## src/rtl/spi_flash_writer.sv

```systemverilog
// SPI mode-0 page programmer for the boot flash: WREN, PP (addr + streamed payload),
// then RDSR polling until WIP clears or the poll budget runs out.
module spi_flash_writer #(
  parameter int CLK_DIV  = 2,
  parameter int CS_GAP   = 4,
  parameter int POLL_MAX = 65535
) (
  input  logic        clock,
  input  logic        reset,
  input  logic        start,
  input  logic [23:0] addr,
  input  logic [7:0]  wdata,
  input  logic        wvalid,
  output logic        wready,
  input  logic        wlast,
  output logic        busy,
  output logic        done,
  output logic        error,
  output logic        flash_cs_n,
  output logic        flash_sck,
  output logic        flash_mosi,
  input  logic        flash_miso
);

  localparam int DW = (CLK_DIV > 1) ? $clog2(CLK_DIV) : 1;
  localparam int GW = (CS_GAP > 1) ? $clog2(CS_GAP) : 1;
  localparam int PW = $clog2(POLL_MAX + 1);
  localparam logic [DW-1:0] DIV_LAST  = DW'(CLK_DIV - 1);
  localparam logic [GW-1:0] GAP_LAST  = GW'(CS_GAP - 1);
  localparam logic [PW-1:0] POLL_LAST = PW'(POLL_MAX - 1);

  typedef enum logic [2:0] {IDLE, WREN, GAP1, PP_HDR, PP_DATA, GAP2, RDSR, FIN} state_t;

  state_t         state_q, state_d;
  logic           cs_n_q, cs_n_d;
  logic [GW-1:0]  gap_q, gap_d;
  logic [1:0]     hdr_q, hdr_d;
  logic [8:0]     rem_q, rem_d;
  logic           last_q, last_d;
  logic           cmd_q, cmd_d;
  logic [PW-1:0]  poll_q, poll_d;
  logic           err_q, err_d;
  logic [23:0]    addr_q, addr_d;

  // byte engine
  logic           act_q, act_d;
  logic [DW-1:0]  div_q, div_d;
  logic           sck_q, sck_d;
  logic [2:0]     bit_q, bit_d;
  logic [7:0]     sh_q, sh_d;
  logic           miso_q, miso_d;
  logic           ld;
  logic [7:0]     ld_byte;
  logic           eng_fin;
  logic           wready_c;

  // Last clock of the last SCK-high half: a new byte may be loaded here back-to-back.
  assign eng_fin  = act_q && sck_q && (div_q == DIV_LAST) && (bit_q == 3'd7);
  assign wready_c = (state_q == PP_DATA) && !last_q && (!act_q || eng_fin);

  always_comb begin
    act_d  = act_q;
    div_d  = div_q;
    sck_d  = sck_q;
    bit_d  = bit_q;
    sh_d   = sh_q;
    miso_d = miso_q;
    if (act_q) begin
      if (div_q == DIV_LAST) begin
        div_d = '0;
        if (!sck_q) begin
          sck_d  = 1'b1;
          miso_d = flash_miso;
        end else begin
          sck_d = 1'b0;
          if (bit_q == 3'd7) begin
            act_d = 1'b0;
            sh_d  = '0;
          end else begin
            bit_d = bit_q + 3'd1;
            sh_d  = {sh_q[6:0], 1'b0};
          end
        end
      end else begin
        div_d = div_q + 1'b1;
      end
    end
    if (ld) begin
      act_d = 1'b1;
      div_d = '0;
      sck_d = 1'b0;
      bit_d = '0;
      sh_d  = ld_byte;
    end
  end

  always_comb begin
    state_d = state_q;
    cs_n_d  = cs_n_q;
    gap_d   = gap_q;
    hdr_d   = hdr_q;
    rem_d   = rem_q;
    last_d  = last_q;
    cmd_d   = cmd_q;
    poll_d  = poll_q;
    err_d   = err_q;
    addr_d  = addr_q;
    ld      = 1'b0;
    ld_byte = 8'h00;
    case (state_q)
      IDLE: if (start) begin
        addr_d  = addr;
        rem_d   = 9'd256 - {1'b0, addr[7:0]};
        last_d  = 1'b0;
        err_d   = 1'b0;
        cs_n_d  = 1'b0;
        ld      = 1'b1;
        ld_byte = 8'h06;
        state_d = WREN;
      end
      WREN: if (eng_fin) begin
        cs_n_d  = 1'b1;
        gap_d   = '0;
        state_d = GAP1;
      end
      GAP1: begin
        if (gap_q == GAP_LAST) begin
          cs_n_d  = 1'b0;
          ld      = 1'b1;
          ld_byte = 8'h02;
          hdr_d   = '0;
          state_d = PP_HDR;
        end else begin
          gap_d = gap_q + 1'b1;
        end
      end
      PP_HDR: if (eng_fin) begin
        if (hdr_q == 2'd3) begin
          state_d = PP_DATA;
        end else begin
          ld      = 1'b1;
          ld_byte = (hdr_q == 2'd0) ? addr_q[23:16] :
                    (hdr_q == 2'd1) ? addr_q[15:8] : addr_q[7:0];
          hdr_d   = hdr_q + 2'd1;
        end
      end
      PP_DATA: begin
        if (wvalid && wready_c) begin
          ld      = 1'b1;
          ld_byte = wdata;
          rem_d   = rem_q - 9'd1;
          // stop at the page end so the flash never wraps to the page start
          if (wlast || rem_q == 9'd1) last_d = 1'b1;
        end else if (last_q && eng_fin) begin
          cs_n_d  = 1'b1;
          gap_d   = '0;
          state_d = GAP2;
        end
      end
      GAP2: begin
        if (gap_q == GAP_LAST) begin
          cs_n_d  = 1'b0;
          ld      = 1'b1;
          ld_byte = 8'h05;
          cmd_d   = 1'b1;
          poll_d  = '0;
          state_d = RDSR;
        end else begin
          gap_d = gap_q + 1'b1;
        end
      end
      RDSR: if (eng_fin) begin
        // miso_q holds the last sampled bit, i.e. status bit0 (WIP)
        if (cmd_q) begin
          cmd_d = 1'b0;
          ld    = 1'b1;
        end else if (!miso_q) begin
          cs_n_d  = 1'b1;
          state_d = FIN;
        end else if (poll_q == POLL_LAST) begin
          err_d   = 1'b1;
          cs_n_d  = 1'b1;
          state_d = FIN;
        end else begin
          poll_d = poll_q + 1'b1;
          ld     = 1'b1;
        end
      end
      FIN:     state_d = IDLE;
      default: state_d = IDLE;
    endcase
  end

  always_ff @(posedge clock or posedge reset) begin
    if (reset) begin
      state_q <= IDLE;
      cs_n_q  <= 1'b1;
      gap_q   <= '0;
      hdr_q   <= '0;
      rem_q   <= '0;
      last_q  <= 1'b0;
      cmd_q   <= 1'b0;
      poll_q  <= '0;
      err_q   <= 1'b0;
      addr_q  <= '0;
      act_q   <= 1'b0;
      div_q   <= '0;
      sck_q   <= 1'b0;
      bit_q   <= '0;
      sh_q    <= '0;
      miso_q  <= 1'b0;
    end else begin
      state_q <= state_d;
      cs_n_q  <= cs_n_d;
      gap_q   <= gap_d;
      hdr_q   <= hdr_d;
      rem_q   <= rem_d;
      last_q  <= last_d;
      cmd_q   <= cmd_d;
      poll_q  <= poll_d;
      err_q   <= err_d;
      addr_q  <= addr_d;
      act_q   <= act_d;
      div_q   <= div_d;
      sck_q   <= sck_d;
      bit_q   <= bit_d;
      sh_q    <= sh_d;
      miso_q  <= miso_d;
    end
  end

  assign wready     = wready_c;
  assign busy       = (state_q != IDLE) && (state_q != FIN);
  assign done       = (state_q == FIN);
  assign error      = err_q;
  assign flash_cs_n = cs_n_q;
  assign flash_sck  = sck_q;
  assign flash_mosi = sh_q[7];

endmodule

```

## config.mk

```make
export PLATFORM = sky130hd
export DESIGN_NAME = spi_flash_writer
export DESIGN_NICKNAME = d
export VERILOG_FILES = /design/src/rtl/spi_flash_writer.sv
export SDC_FILE = /design/constraint.sdc
export NUM_CORES = 1
export LEC_CHECK = 0
export BUFFER_PORTS_ARGS = -buffer_cell sky130_fd_sc_hd__buf_2
export CAP_MARGIN = 30
export CORE_ASPECT_RATIO = 0.75
export CORE_MARGIN = 2
export CORE_UTILIZATION = 40
export CTS_BUF_LIST = sky130_fd_sc_hd__clkbuf_8
export DETAILED_ROUTE_END_ITERATION = 10
export GPL_TIMING_DRIVEN = 0
export MAX_ROUTING_LAYER = met4
export SKIP_CTS_REPAIR_TIMING = 1
export SYNTH_ARGS = -nofsm -noshare
export SYNTH_HDL_FRONTEND = slang
export SYNTH_SLANG_ARGS = --single-unit
```

## constraint.sdc

```tcl
create_clock -name clock -period 2.2 [get_ports clock]
set_clock_uncertainty 0.15 [all_clocks]
set_input_delay 0.22 -clock clock [delete_from_list [all_inputs] [get_ports clock]]
set_output_delay 0.22 -clock clock [all_outputs]
set_load 0.05 [all_outputs]
```

; ---- Word level (Yosys, flattened, before mapping)
; Cells that the tools add are included.
; W data, S select, Z words.
[word_totals]
register_bits = 75
output_inout_bits = 7
[op_classes]
addsub = 7
n_eq_ne = 34
mux = 92
bitwise_logic = 1
reduce_logical = 39
[ops]
columns = operator, count
row1 = $mux W16, 5
row2 = $mux W8, 10
row3 = $mux W3, 19
row4 = $pmux W8 S5, 1
row5 = $mux W1, 37
row6 = $pmux W16 S2, 1
row7 = $ne A2 B2 Y1 const B, 15
row8 = $pmux W3 S8, 1
row9 = $mux W9, 2
row10 = $pmux W9 S2, 1
row11 = $add A16 B1 Y16 const B, 1
row12 = $eq A16 B16 Y1 const B, 1
row13 = $mux W2, 8
row14 = $eq A3 B3 Y1 const B, 5
row15 = $reduce_bool A2 Y1, 7
row16 = $reduce_and A3 Y1, 4
row17 = $reduce_and A4 Y1, 3
row18 = $reduce_and A6 Y1, 2
row19 = $reduce_and A11 Y1, 1
row20 = $pmux W1 S5, 2
row21 = $eq A9 B1 Y1 const B, 1
row22 = $reduce_and A9 Y1, 1
row23 = $sub A9 B1 Y9 const B, 1
row24 = $sub A9 B8 Y9 const A, 1
row25 = other kinds (23), 43

; ---- Depth between registers and ports, before layout
; Gate-level depths: netlist of run 1.
[logic_depth]
ltp_word = 10
mapped_depth = 9
mapped_depth_nobuf = 7

; ---- Worst setup path before layout of run 1
; No wires, ideal clock.
[synth_timing]
path_type = flip-flop to flip-flop
startpoint = register sck_q (netlist: flash_sck)
endpoint = register poll_q[9]
arrival_ps = 2263
required_time_ps = 1984
slack_ps = -279
stages_incl_launch_ff = 7
n_path_buf = 1
synth_period_minus_slack_ps = 2479
path_cell_list = dfrtp_1 > nand4_4 > or3_1 > buf_2 > or3_1 > or4_1 > nand2_1
[synth_between]
elab_chain_cells = 5
[synth_lines]
columns = item, line_no
row1 = "start, declared", 48  ; logic sck_q, sck_d;
row2 = "start signal, assigned", 225  ; sck_q <= sck_d;
row3 = $logic_and A1 B1 Y1 (3 in a row), 58  ; assign eng_fin = act_q && sck_q && (div_q == DIV_LAST) && (bit_q == 3'd7);
row4 = $ne A2 B2 Y1 (no line), n/a
row5 = $reduce_and A6 Y1 (no line), n/a
row6 = "end signal, assigned", 220  ; poll_q <= poll_d;
row7 = "end, declared", 41  ; logic [PW-1:0] poll_q, poll_d;
; No other way between the ends.
; A chain may end at the register's enable or synchronous reset.

; ---- Worst setup path in the final report of run 1
[layout_timing]
startpoint = register bit_q[0]
endpoint = register poll_q[9]
[layout_between]
elab_chain_cells = 4
[layout_lines]
columns = item, line_no
row1 = "start, declared", 49  ; logic [2:0] bit_q, bit_d;
row2 = "start signal, assigned", 226  ; bit_q <= bit_d;
row3 = $eq A3 B3 Y1, 58
row4 = $logic_and A1 B1 Y1, 58
row5 = $ne A2 B2 Y1 (no line), n/a
row6 = $reduce_and A6 Y1 (no line), n/a
; No other way between the ends.

==> flow_summary_export.csv, run 1 <==
group,metric,value,unit
outcome,outcome,"complete, but fails checks",
outcome,violations,"setup timing",
critical_path,ff2ff_setup_slack,-250,ps
global_route,grt-ovfl-total,0,
logic_synthesis,syn_area,4320,µm²
die,coreArea,10400,µm²
drt,drt_iter0_markers,261,
die,die_y,94.0,µm
timing,maxSlewViolCount,0,
finish,final_core_util,54.1,%
logic_synthesis,synth.ff_latch_count,75,
finish,drive_gt1_share,24.2,%
logic_synthesis,synth-edff-count,0,
placed_design,place_congestion,0.822,
logic_synthesis,synthArstFlopShare,100,%
placed_design,io_buffers,44,
global_route,grt_pass1_wl,18.0,mm
drt,drt_pre_antenna_iters,4,
critical_path,start_kind,"flop",
power,ir_worst_vdd,0.000564,V
logic_synthesis,ys_types,60,
finish,nNetsFinal,651,
die,die-area,11700,µm²
logic_synthesis,synthFlopType,"dfrtp_1",
clocking,clock_latency,360,ps
critical_path,required,2350,ps
critical_path,endpoint_kind,"flop",
die,ios,45,
die,start_util,41.5,%
critical_path,crit_top_cell,"or3_4",
power,power_density,931,nW/µm²
clocking,cts_tree,"yes",
drt,drc,0,
drt,vias_per_cell,5.34,
drt,avgRoutedWirePerCell,15.5,µm
clocking,cts_htree_levels,3,
logic_synthesis,synthTopCellsByArea,"dfrtp_1 43%, nand2_1 8.9%, o21ai_0 5.8%",
critical_path,crit_fanout,7,
global_route,grt_pass1_vias,3545,
finish,fill_cells,948,
global_route,grt_max_degree,36,
timing,max-slew-margin-rel,63.1,%
critical_path,crit_slowest_cell,"or3_4",
critical_path,critical_path_class,"reg -> reg",
min_path,hold_class,"in -> reg",
drt,wl,11.5,mm
clocking,clockRootBuffer,"clkbuf_8",
timing,rsz0062_at_grt,"yes",
logic_synthesis,syn_avg_cell_area,8.54,µm²
timing,min_period,2450,ps
logic_synthesis,synth_top_cell_by_area,"dfrtp_1",
global_route,gr-usage-all-layers,20.7,%
clocking,clk_pin_slew,80,ps
placed_design,dp_hpwl,7.97,mm
clocking,clockBufferDepth,2,
power,power_leakage,2.46,nW
logic_synthesis,synth.top_cell.area_share,42.9,%
timing,min_period_over_period,111,%
clocking,numCtsBuffers,9,
logic_synthesis,yosys-top-cells-count,"102 x nand2_1, 74 x dfrtp_1, 50 x o21ai_0",
critical_path,slowest_delay,410,ps
die,die_width,124,µm
clocking,clock-sinks,75,
drt,drtAntennaViolNets,0,
logic_synthesis,synth_warnings,0,
logic_synthesis,ys_seq_area_share,43.5,%
finish,syn_to_final_growth,30.3,%
job,cap_violations,0,
logic_synthesis,synth_most_common_cell,"nand2_1",
finish,diodes,0,
timing,hold_slack,24.1,ps
timing,max_freq,409,MHz
die,rows,32,
timing,fin_ws,-245,ps
critical_path,cp_data_arrival_time,2600,ps
timing,hold_viol,0,
timing,worst_pin_slew,554,ps
timing,setup_viol,19,
critical_path,path_cells,"ha_2 -> ha_4 -> nand4_4 -> or3_4 -> buf_6 -> or3_4 -> or4_1 -> nand2_1",
logic_synthesis,synth_nets,555,
critical_path,cp_num_buf_inv,1,
logic_synthesis,synthCells,506,
drt,vias,3969,
critical_path,path_delay_family,"simple AND/OR/NAND/NOR gates",
global_route,antenna_found_initial,0,
==> registers in the layout, indices dropped and copies added (netlist names) <==
| register | cells |
|---|---|
| div_q | 1 |
| poll_q | 16 |
| bit_q | 3 |
| error | 1 |
| rem_q | 9 |
| cmd_q | 1 |
| hdr_q | 2 |
| act_q | 1 |
| flash_sck | 1 |
| gap_q | 2 |
| addr_q | 24 |
| miso_q | 1 |
| flash_cs_n | 1 |
| state_q | 3 |
| last_q | 1 |
| sh_q | 8 |
==> cell families after synthesis <==
kind of cell / synth area share (%)
AOI/OAI and AO/OA: 19.0
adders and majority gates: 3.19
muxes: 2.37
buffers and inverters: 4.58
and+or+nand+nor: 24.7
DFF: 43.5
xor gates and xnor gates: 2.64
==> where the power goes <==
group	leakage [nW]	internal, W	switching (W)
sequential	0.951	0.00184	0.000355
clock	0.110	0.000580	0.000531
combinational	1.40	0.000819	0.00112
total	2.46	0.00324	0.00200
==> metrics by stage <==
step / setup WS, ps / TNS (ps) / std cells / power (W) / instance area, µm²
floorplan: -198 / -522 / 506 / 0.00342 / 4380
global placement: -454 / -8660 / 686 / 0.00386 / 4770
detailed placement: -461 / -9930 / 688 / 0.00390 / 4810
CTS: -594 / -11990 / 704 / 0.00504 / 5020
global route: -321 / -4670 / 743 / 0.00565 / 5630
finish: -245 / -1490 / 743 / 0.00524 / 5630
==> final timing paths <==
path | from | endpoint | cells past startpoint
worst min register to register | addr_q[9] | addr_q[9] | 2
worst max-delay path | bit_q[0] | poll_q[9] | 8
worst min-delay path | wdata[2] | sh_q[2] | 3
worst max register to register | bit_q[0] | poll_q[9] | 8
max in group asynchronous | reset | flash_sck | 5
min in group asynchronous | reset | poll_q[4] | 3
==> layout by cell type (no fill, tap or decap), types with 4 or more instances in the layout <==
master,count
nor2b_1,7
inv_1,16
xnor2_1,9
a211oi_1,4
o31ai_1,5
dlygate4sd3_1,25
xor2_1,4
buf_2,45
clkbuf_8,11
o211ai_1,5
clkbuf_1,9
o21a_1,4
dfrtp_1,70
nor3_1,7
o21ai_1,4
or3_1,6
mux2i_1,8
o21ai_0,44
nand2b_1,4
nand3b_1,5
dfrtp_2,4
a22oi_1,7
and3_1,4
nor4_1,4
ha_1,6
buf_4,21
a2bb2oi_1,5
nand3_1,13
nand2_1,100
or3_4,4
buf_6,10
a21oi_1,22
nor2_1,32
==> layer usage <==
metal  track usage [%]  vias up  share of wire [%]
met4              4.87        0               0.86
li1                  -     1983                  -
met2              27.0       80                 42
met5                 -        -                  0
met1              32.2     1897                 52
met3              4.61        9                4.3
==> worst register-to-register path: stages (launching register included) <==
cell and delay, ps:
dfrtp_1 360, ha_2 190, ha_4 170, nand4_4 100, or3_4 410, buf_6 140
or3_4 380, or4_1 400, nand2_1 80
==> cell type report <==
type                       count  area [µm²]  share of cell area (%)
multi-input combinational    383        2450                    43.4
sequential                    75        1880                    33.4
timing repair buffer          92         701                    12.4
tap                          136         170                    3.02
buffer                        24         159                    2.82
clock buffer                  11         151                    2.69
inverter                      17        67.6                    1.20
clock inverter                 5        52.6                   0.933
Power figures use the tool's default switching activity.
==> run 2: changes to the inputs <==
--- a/config.mk
+++ b/config.mk
@@ -10,7 +10,7 @@
 export CORE_ASPECT_RATIO = 0.75
 export CORE_MARGIN = 2
 export CORE_UTILIZATION = 40
-export CTS_BUF_LIST = sky130_fd_sc_hd__clkbuf_8
+export CTS_BUF_LIST = sky130_fd_sc_hd__clkbuf_4
 export DETAILED_ROUTE_END_ITERATION = 10
 export GPL_TIMING_DRIVEN = 0
 export MAX_ROUTING_LAYER = met4
==> flow_summary_export.csv, run 2 (synthesis results as in run 1) <==
group,metric,value,unit
outcome,violations,"setup timing",
critical_path,start_kind,"flop",
critical_path,crit_fanout,5,
timing,min_period_over_period,112,%
timing,fin_ws,-256,ps
die,start_util,41.5,%
global_route,grt_pass1_wl,18.0,mm
clocking,cts_tree,"yes",
finish,fill_cells,922,
clocking,clk_pin_slew,130,ps
drt,drc,0,
critical_path,slowest_delay,410,ps
power,power_density,888,nW/µm²
placed_design,place_congestion,0.822,
placed_design,io_buffers,44,
drt,drt_pre_antenna_iters,4,
finish,largest-register,"addr_q",
clocking,numCtsBuffers,9,
die,die-area,11700,µm²
critical_path,endpoint_kind,"flop",
drt,wl,11.8,mm
global_route,grt-ovfl-total,0,
placed_design,dp_hpwl,7.97,mm
finish,layout_common_cells,"99 x nand2_1, 70 x dfrtp_1, 43 x buf_2, 35 x dlygate4sd3_1, 34 x o21ai_0",
critical_path,timing.rr.start,"bit_q[0]",
min_path,min_from,"wlast",
die,die_width,124,µm
critical_path,crit_path_start,"bit_q[0]",
global_route,antenna_found_initial,0,
timing,fin_setup_tns,-857,ps
critical_path,crit_slowest_cell,"or3_4",
die,coreArea,10400,µm²
outcome,outcome,"complete, but fails checks",
power,ir_worst_vdd,0.000445,V
critical_path,path_cells,"ha_2 -> ha_4 -> nand4_4 -> or3_4 -> buf_6 -> or3_4 -> or4_1 -> nand2_1",
finish,reg_top3,"addr_q (24), poll_q (16), rem_q (9)",
finish,diodes,0,
drt,drtAntennaViolNets,0,
finish,largest_register_ff_count,24,
min_path,hold_class,"in -> reg",
timing,max_freq,407,MHz
critical_path,required,2440,ps
die,die_y,94.0,µm
clocking,clockBufferDepth,2,
timing,rsz0062_at_grt,"yes",
finish,drive_gt1_share,26.8,%
die,rows,32,
timing,setup_viol,14,
critical_path,cp.depth,8,
critical_path,crit_top_cell,"or3_4",
critical_path,r2r_cells,8,
global_route,grt_max_degree,36,
finish,nNetsFinal,668,
global_route,gr-usage-all-layers,20.6,%
clocking,clockRootBuffer,"clkbuf_4",
drt,vias,4043,
critical_path,cp_num_buf_inv,1,
finish,register_area,1880,µm²
timing,max-slew-margin-rel,65.4,%
die,ios,45,
finish,syn_to_final_growth,35.6,%
timing,hold_viol,0,
critical_path,critical_path_class,"reg -> reg",
drt,avgRoutedWirePerCell,15.5,µm
clocking,clock-sinks,75,
finish,multiInputGateArea,2570,µm²
critical_path,ff2ff_setup_slack,-260,ps
critical_path,path_delay_family,"simple AND/OR/NAND/NOR gates",
timing,maxSlewViolCount,0,
drt,drt_iter0_markers,243,
drt,vias_per_cell,5.32,
min_path,min_path_cells,4,
placed_design,pre_cts_slack,-461,ps
power,power_leakage,2.52,nW
job,cap_violations,0,
timing,worst_pin_slew,519,ps
global_route,grt_pass1_vias,3548,
clocking,clock_latency,450,ps
finish,final_common_cell,"nand2_1",
clocking,cts_htree_levels,3,
timing,min_period,2460,ps
critical_path,cp_data_arrival_time,2690,ps
==> run 2: changes by cell type in the layout (fill, tap and decap cells not counted), sizes merged <==
cell | before | now
clkinv | 3 | 5
inv | 17 | 16
dlygate4sd3 | 25 | 35
clkbuf | 23 | 21
buf | 79 | 87
==> run 2: path summary, 6_finish.rpt <==
kind / end
setup / recovery: poll_q[9]
hold / removal: last_q
min in group asynchronous: poll_q[4]
hold reg to reg: addr_q[20]
setup reg to reg: poll_q[9]
max in group asynchronous: flash_sck
==> run 2: layout make-up <==
cell class                      instances  area share (%)
Clock inverter                          6           0.961
Sequential cell                        75            32.2
Tap cell                              136            2.91
Clock buffer                           10            1.28
Inverter                               17            1.15
Buffer                                 24            2.91
Timing Repair Buffer                  109            14.8
Multi-Input combinational cell        383            43.9
==> run 2: through the flow <==
step / util, % / hold slack, ps / instance area [µm²] / instances / total power, W
floorplan: - / 175 / 4380 / 506 / 0.00342
global placement: 45.8 / 261 / 4770 / 686 / 0.00386
detailed placement: 46.2 / 62.6 / 4810 / 688 / 0.00390
CTS: 47.5 / -435 / 4940 / 704 / 0.00476
global route: 56.3 / 76.1 / 5860 / 760 / 0.00560
finish: 56.3 / 87.1 / 5860 / 760 / 0.00520
==> run 2: per-layer routing <==
metal	part of all wire, %	global-route usage [%]	wire [µm]
met1	52	31.9	6150
met2	43	27.0	5060
met3	4.0	5.52	474
met5	0	-	0
met4	1.0	3.18	121
==> run 2: where the power goes <==
part	switching (W)	internal, W
logic	0.00119	0.000934
registers	0.000380	0.00183
clock network	0.000516	0.000350
total	0.00208	0.00312
==> run 2: worst min-delay path, delay by kind of cell <==
kind	cells	cell delay, ps
AO/OA/AOI/OAI	2	240
AND/OR/NAND/NOR	1	100
buffers and inverters	1	80
==> run 3: changes to the inputs <==
--- a/config.mk
+++ b/config.mk
@@ -14,6 +14,7 @@
 export DETAILED_ROUTE_END_ITERATION = 10
 export GPL_TIMING_DRIVEN = 0
 export MAX_ROUTING_LAYER = met4
+export PLACE_DENSITY = 0.7
 export SKIP_CTS_REPAIR_TIMING = 1
 export SYNTH_ARGS = -nofsm -noshare
 export SYNTH_HDL_FRONTEND = slang
==> flow_summary_export.csv, run 3 (synthesis results as in run 1) <==
group,metric,value,unit
outcome,outcome,"complete, but fails checks",
outcome,violations,"setup timing",
critical_path,ff2ff_setup_slack,-260,ps
clocking,clockBufferDepth,2,
critical_path,cp_data_arrival_time,2710,ps
finish,final_common_cell,"nand2_1",
timing,maxSlewViolCount,0,
critical_path,path_cells,"ha_2 -> ha_4 -> nand4_4 -> or3_1 -> buf_6 -> or3_4 -> or4_4 -> nand2_2",
critical_path,cp_num_buf_inv,1,
finish,drive_gt1_share,25.5,%
timing,fin_ws,-263,ps
critical_path,endpoint_kind,"flop",
die,die-area,11700,µm²
critical_path,required,2440,ps
drt,drc,0,
clocking,cts_tree,"yes",
die,die_y,94.0,µm
drt,drtAntennaViolNets,0,
timing,min_period_over_period,112,%
die,start_util,41.5,%
global_route,gr-usage-all-layers,20.5,%
clocking,clockRootBuffer,"clkbuf_4",
finish,nNetsFinal,664,
global_route,grt-ovfl-total,0,
min_path,min_path_cells,4,
global_route,grt_use_met1,30.0,%
finish,final_cell_area,5780,µm²
finish,layout_common_cells,"98 x nand2_1, 70 x dfrtp_1, 42 x buf_2, 35 x dlygate4sd3_1, 32 x nor2_1",
timing,min_period,2460,ps
finish,syn_to_final_growth,33.8,%
global_route,met2_usage,29.0,%
finish,largest_register_ff_count,24,
critical_path,critical_path_class,"reg -> reg",
clocking,numCtsBuffers,9,
placed_design,dpl_cell_area,4800,µm²
global_route,grt_pass1_vias,3741,
timing,worst_pin_slew,841,ps
placed_design,dp_hpwl,8.18,mm
drt,vias,4213,
power,ir_worst_vdd,0.000539,V
timing,max-slew-margin-rel,43.8,%
global_route,grt_max_degree,40,
finish,multiInputGateArea,2510,µm²
finish,reg_top3,"addr_q (24), poll_q (16), rem_q (9)",
clocking,clock_latency,450,ps
min_path,hold_class,"in -> reg",
drt,wl,12.2,mm
global_route,grt_pass1_wl,18.1,mm
critical_path,cp.depth,8,
critical_path,timing.rr.start,"bit_q[0]",
die,die_width,124,µm
finish,fill_cells,953,
placed_design,io_buffers,44,
finish,final_core_util,55.5,%
critical_path,path_delay_family,"simple AND/OR/NAND/NOR gates",
drt,vias_per_cell,5.57,
die,rows,32,
clocking,clock-sinks,75,
finish,diodes,0,
global_route,grt-busiest-layer,"met1",
timing,max_freq,406,MHz
min_path,min_from,"wlast",
drt,drt_iter0_markers,325,
die,coreArea,10400,µm²
power,power,0.00512,W
clocking,cts_htree_levels,3,
placed_design,place_congestion,0.910,
timing,hold_viol,0,
job,cap_violations,0,
drt,avgRoutedWirePerCell,16.1,µm
global_route,antenna_found_initial,0,
critical_path,start_kind,"flop",
global_route,met3_usage,4.98,%
timing,rsz0062_at_grt,"yes",
critical_path,crit_path_start,"bit_q[0]",
finish,register_area,1880,µm²
finish,largest-register,"addr_q",
power,power_density,886,nW/µm²
critical_path,r2r_cells,8,
power,power_leakage,2.50,nW
timing,setup_viol,27,
drt,drt_pre_antenna_iters,5,
critical_path,crit_slowest_cell,"or4_4",
die,ios,45,
clocking,clk_pin_slew,130,ps
critical_path,crit_fanout,5,
critical_path,slowest_delay,420,ps
[run 3: changes by cell type in the layout (fill, tap and decap cells not counted), sizes merged]
cell	previous run	this run
buf	87	82
clkbuf	21	22
[run 3: metrics by stage]
| stage | setup slack [ps] | setup TNS [ps] | std cells | hold slack, ps |
|---|---|---|---|---|
| 6_report | -263 | -2210 | 756 | 53.9 |
| 5_1_grt | -318 | -4530 | 756 | 40.7 |
| 4_1_cts | -715 | -11840 | 704 | -228 |
| 3_5_place_dp | -451 | -9230 | 688 | 267 |
| 3_3_place_gp | -423 | -8340 | 686 | 260 |
| 2_1_floorplan | -198 | -522 | 506 | 175 |
[run 3: worst register-to-register path, cell delays in order (launching register included)]
cell	delay, ps
dfrtp_1	390
ha_2	210
ha_4	170
nand4_4	90
or3_1	400
buf_6	140
or3_4	380
or4_4	420
nand2_2	60
[run 3: final cells by class]
class,count,area share [%]
plain buffers,24,3.07
clock buffers,10,1.30
clock inverters,6,0.974
inverters,17,1.21
multi-input cells,383,43.4
flip-flops and latches,75,32.6
well taps,136,2.94
repair buffers,105,14.5
[run 3: worst paths after layout]
path                         endpoint
max                         poll_q[9]
min                            last_q
max reg2reg                 poll_q[9]
min reg2reg                addr_q[15]
max in group asynchronous   addr_q[6]
min in group asynchronous  state_q[1]
[run 3: power breakdown]
part | switching [W] | total [W] | internal [W]
Combinational | 0.00116 | 0.00205 | 0.000885
Sequential | 0.000382 | 0.00222 | 0.00183
Clock | 0.000504 | 0.000854 | 0.000350
Total | 0.00205 | 0.00512 | 0.00307
[run 3: per-layer routing]
metal  part of all wire, %  vias up  routed length, µm
li1                      -     1995                  -
met1                    47     2039               5680
met2                    46      164               5610
met3                   6.1       15                747
met4                   1.2        0                148
met5                     0        -                  0
